--- config.mk ---
export PLATFORM = sky130hd
export DESIGN_NAME = serial_addsub_ctrl
export DESIGN_NICKNAME = d
export VERILOG_FILES = /design/src/rtl/serial_addsub_pkg.sv /design/src/rtl/fa_dec_slice.sv /design/src/rtl/serial_addsub_ctrl.sv
export SDC_FILE = /design/constraint.sdc
export NUM_CORES = 1
export LEC_CHECK = 0
export ABC_AREA = 1
export BUFFER_PORTS_ARGS = -buffer_cell sky130_fd_sc_hd__buf_2
export CORE_AREA = 3 3 56 58
export CTS_CLUSTER_SIZE = 40
export DETAILED_ROUTE_END_ITERATION = 12
export DIE_AREA = 0 0 59 61
export GPL_TIMING_DRIVEN = 0
export PLACE_DENSITY = 0.8
export SETUP_SLACK_MARGIN = 0.1
export SYNTH_ARGS = -nofsm -noshare
export SYNTH_HDL_FRONTEND = slang
export SYNTH_SLANG_ARGS = --single-unit
--- constraint.sdc ---
create_clock -name clk -period 2.6 [get_ports clk]
set_input_delay 0 -clock clk [delete_from_list [all_inputs] [get_ports clk]]
set_output_delay 0 -clock clk [all_outputs]
set_load 0.1 [all_outputs]
--- src/rtl/serial_addsub_pkg.sv ---
// Shared types and sizing helpers for the bit-serial add/subtract engine.
package serial_addsub_pkg;

  typedef enum logic [1:0] {
    S_IDLE,
    S_RUN,
    S_DONE
  } state_t;

  // Bit-counter width; usable in localparam declarations.
  function automatic int cnt_width(input int width);
    return (width > 1) ? $clog2(width) : 1;
  endfunction

endpackage

--- src/rtl/fa_dec_slice.sv ---
// Combinational 1-bit full adder, with both outputs ORed from a 3-to-8 minterm decoder.
module fa_dec_slice (
  input  logic x,
  input  logic y,
  input  logic ci,
  output logic s,
  output logic co
);

  logic [7:0] dec;

  always_comb begin
    dec = '0;
    dec[{x, y, ci}] = 1'b1;
  end

  assign s  = dec[1] | dec[2] | dec[4] | dec[7];
  assign co = dec[3] | dec[5] | dec[6] | dec[7];

endmodule

--- src/rtl/serial_addsub_ctrl.sv ---
// Bit-serial add/subtract engine: one full-adder slice sequenced LSB-first over WIDTH clocks.
// Optional OVERFLOW_FLAG_EN adds a signed-overflow output ovf.
module serial_addsub_ctrl
  import serial_addsub_pkg::*;
#(
  parameter int WIDTH = 8
) (
  input  logic             clk,
  input  logic             rst,
  input  logic             start,
  input  logic             sub,
  input  logic [WIDTH-1:0] a,
  input  logic [WIDTH-1:0] b,
  output logic             busy,
  output logic             done,
  output logic [WIDTH-1:0] result,
  output logic             cout
`ifdef OVERFLOW_FLAG_EN
  ,
  output logic             ovf
`endif
);

  localparam int CNT_W = cnt_width(WIDTH);
  localparam logic [CNT_W-1:0] LAST = CNT_W'(WIDTH - 1);

  state_t           state, state_nxt;
  logic [CNT_W-1:0] cnt;
  logic             carry;
  logic             sub_q;
  logic [WIDTH-1:0] a_sh, b_sh;
  logic             fa_s, fa_co;

  // Subtraction is A + ~B + 1: B is inverted here and the +1 comes from carry preset at start.
  fa_dec_slice u_slice (
    .x  (a_sh[0]),
    .y  (b_sh[0] ^ sub_q),
    .ci (carry),
    .s  (fa_s),
    .co (fa_co)
  );

  always_ff @(posedge clk) begin
    if (rst) state <= S_IDLE;
    else     state <= state_nxt;
  end

  always_comb begin
    state_nxt = state;
    case (state)
      S_IDLE:  if (start) state_nxt = S_RUN;
      S_RUN:   if (cnt == LAST) state_nxt = S_DONE;
      S_DONE:  state_nxt = S_IDLE;
      default: state_nxt = S_IDLE;
    endcase
  end

  always_comb begin
    busy = (state != S_IDLE);
    done = (state == S_DONE);
  end

  // Operand shift registers: loaded on an accepted start, shifted once per processed bit.
  always_ff @(posedge clk) begin
    if (state == S_IDLE && start && !rst) begin
      a_sh  <= a;
      b_sh  <= b;
      sub_q <= sub;
    end else if (state == S_RUN) begin
      a_sh <= a_sh >> 1;
      b_sh <= b_sh >> 1;
    end
  end

  always_ff @(posedge clk) begin
    if (rst) begin
      cnt    <= '0;
      carry  <= 1'b0;
      result <= '0;
      cout   <= 1'b0;
`ifdef OVERFLOW_FLAG_EN
      ovf    <= 1'b0;
`endif
    end else begin
      case (state)
        S_IDLE: begin
          if (start) begin
            carry  <= sub;
            cnt    <= '0;
            result <= '0;
`ifdef OVERFLOW_FLAG_EN
            ovf    <= 1'b0;
`endif
          end
        end
        S_RUN: begin
          result[cnt] <= fa_s;
          carry       <= fa_co;
          cnt         <= cnt + CNT_W'(1);
          if (cnt == LAST) begin
            cout <= fa_co;
`ifdef OVERFLOW_FLAG_EN
            // carry still holds the carry into the MSB; fa_co is the carry out of it.
            ovf  <= carry ^ fa_co;
`endif
          end
        end
        default: ;
      endcase
    end
  end

endmodule

==> reports/results.ini <==
[run_status]
status=finished, final reports clean

[synth]
synthCells=191
syn_area_per_cell_um2=7.95
synth_area_um2=1520
synth.distinct_cells=18
synth_area_leaders=edfxtp_1 34%, nand2_1 22%, dfxtp_1 20%
seq_area_frac_synth_pct=53.4
ys_warn_count=0
yosysTopAreaCell=edfxtp_1
synth_seq_cells=32
synth_nets=213
yosysTopAreaCellShare_pct=33.6

[placed_design]
hpwlAfterDp_mm=1.96
placed_cell_area_um2=1700
gp_congestion=0.821
io_buffers=29
dp_cells=251

[routing]
vias_per_cell=4.80
wl_mm=3.00
drtAntennaViolNets=0
drc=0
drt-initial-drc-count=39
post_drt_wl_per_cell_um=10.8
vias=1329
drt_pass1_iterations=4

[timing]
setup_violations=0
hold_viol_final=0
slew_violations=0
slew_headroom_pct=57.1
clock_skew_ns=0.0127
fin_tns_setup_ns=0
layout_min_cycle_time_ns=1.92
rsz0062_at_grt=false
final.period_utilization_pct=73.8
fmax_mhz=521
worst_slew_pin_slew_ns=0.643

[min_path]
min_path_cells=4
hp-class=in2reg

[clock_network]
cts.path.max_buffers=2
htreeDepth=2
clk_pin_slew_ns=0.10
root_buffer=clkbuf_4
cts_resized=0
numClockSinks=32
cts_buffers=5
cts_tree=built
clk_latency_ns=0.33

[grt]
track_usage_pct=19.8
grt_pass1_vias=1318
antenna_found_initial=0
grt_max_degree=17
grt_first_pass_wirelength_mm=5.24
gr-total-overflow=0

[worst_setup_path]
required_ns=2.56
cpMaxStageDelayCell=nand2_1
worstPathMaxFanout=16
path_common_cell=inv_2
cpLargestDelayFamily=simple AND/OR/NAND/NOR gates
crit_buf_inv=3
path_depth=6
startpoint_type=flip-flop
max_stage_delay_ns=0.50
crit_path_end_kind=flip-flop
crit_arrival_ns=1.88
path_class=reg2reg
path_cells=inv_2 > nand3_2 > nor2_4 > inv_2 > buf_2 > nand2_1
reg2regPathDepth=6

[job]
cap_viol_max_count=0

[finish]
layout-drive-gt1-share_pct=22.0
area_delta_synth_final_pct=27.2
finalInstanceArea_um2=1930
nets=267
fillers=221
n_antenna_cell=0
post-route-util_pct=71.3
post_layout_nonfiller_instances=277

[floorplanning]
die_h_um=61
die-area_um2=3600
start_util_pct=56.0
core_area_um2=2710
dieWidth_um=59
ioPinCount=31
num_rows=19

[pwr]
p_total_uw=1030
p_leak_uw=0.00101
ir_worst_vdd_uv=405
power_density_nw_per_um2=534

synth_stat cells, drive strengths merged:
master / number
a21oi: 13
buf: 4
dfxtp: 15
edfxtp: 17
ha: 2
inv: 26
nand2: 92
nand3: 5
nand4: 1
nor2: 11
nor3: 1
o21ai: 4
final timing paths:
kind | from | end | slack, ns
worst min register to register | cout$_SDFFE_PP0P_ | cout$_SDFFE_PP0P_ | 0.49
worst min-delay path | start | cnt[2]$_SDFFE_PP0P_ | 0.15
worst max register to register | state[0]$_SDFFE_PP0P_ | a_sh[5]$_DFFE_PP_ | 0.68
worst max-delay path | state[0]$_SDFFE_PP0P_ | a_sh[5]$_DFFE_PP_ | 0.68
state kept, by name (all words and copies together) (netlist names):
register / count
b_sh: 8
state: 2
cout: 1
carry: 1
result: 8
cnt: 3
a_sh: 8
sub_q: 1
cells by family after synthesis:
logic type | synth area share (%)
buf+inv | 7.74
fa+ha+maj | 1.65
simple gates | 30.6
compound gates | 6.59
flops | 53.4
timing repair:
item | in CTS | in global routing
endpoints found under the hold margin | 23 | 0
buffers inserted | 0 | 0
hold buffers | 18 | 0
final cells by class:
cell class / instances / area, um2 / share of cell area [%]
plain buffers: 4 / 20.0 / 1.04
clock buffers: 7 / 45.0 / 2.33
clock inverters: 1 / 3.75 / 0.194
inverters: 26 / 97.6 / 5.05
multi-input cells: 129 / 591 / 30.6
flip-flops and latches: 32 / 811 / 42.0
well taps: 31 / 38.8 / 2.01
repair buffers: 47 / 325 / 16.8
worst register-to-register path, delay by kind of cell, from the launching register on:
kind / cells / cell delay, ns
buffers and inverters: 3 / 0.41
and+or+nand+nor: 3 / 0.80
DFF: 1 / 0.34
per-layer routing:
metal  GRT usage [%]  wire length (um)
met1            22.3              1310
met2            33.4              1440
met3            4.47               115
met4            13.3               127
met5               0                 0
cell usage in the layout (no fill, tap or decap):
cell type / count
ha_1: 2
nor3_2: 1
clkbuf_1: 2
nand2_2: 1
nor2_1: 7
a21oi_2: 4
o21ai_0: 3
inv_2: 5
nand3_1: 4
nor2_4: 4
nand3_2: 1
edfxtp_1: 17
nand4_1: 1
clkinv_1: 1
dlygate4sd3_1: 18
o21ai_1: 1
buf_2: 33
clkbuf_4: 5
a21oi_1: 9
inv_1: 21
nand2_1: 91
dfxtp_1: 15
per-stage QoR:
stage	hold WS [ns]	setup WS, ns
after floorplan	0.0989	0.915
after global placement	0.201	0.697
after detailed placement	0.198	0.683
after CTS	0.140	0.659
after global routing	0.215	0.529
final	0.145	0.682
report_power, final:
part           internal, uW  switching (uW)
Combinational          61.8             115
Sequential              576            13.9
Clock                   104             160
(Power assumes the default switching activity.)
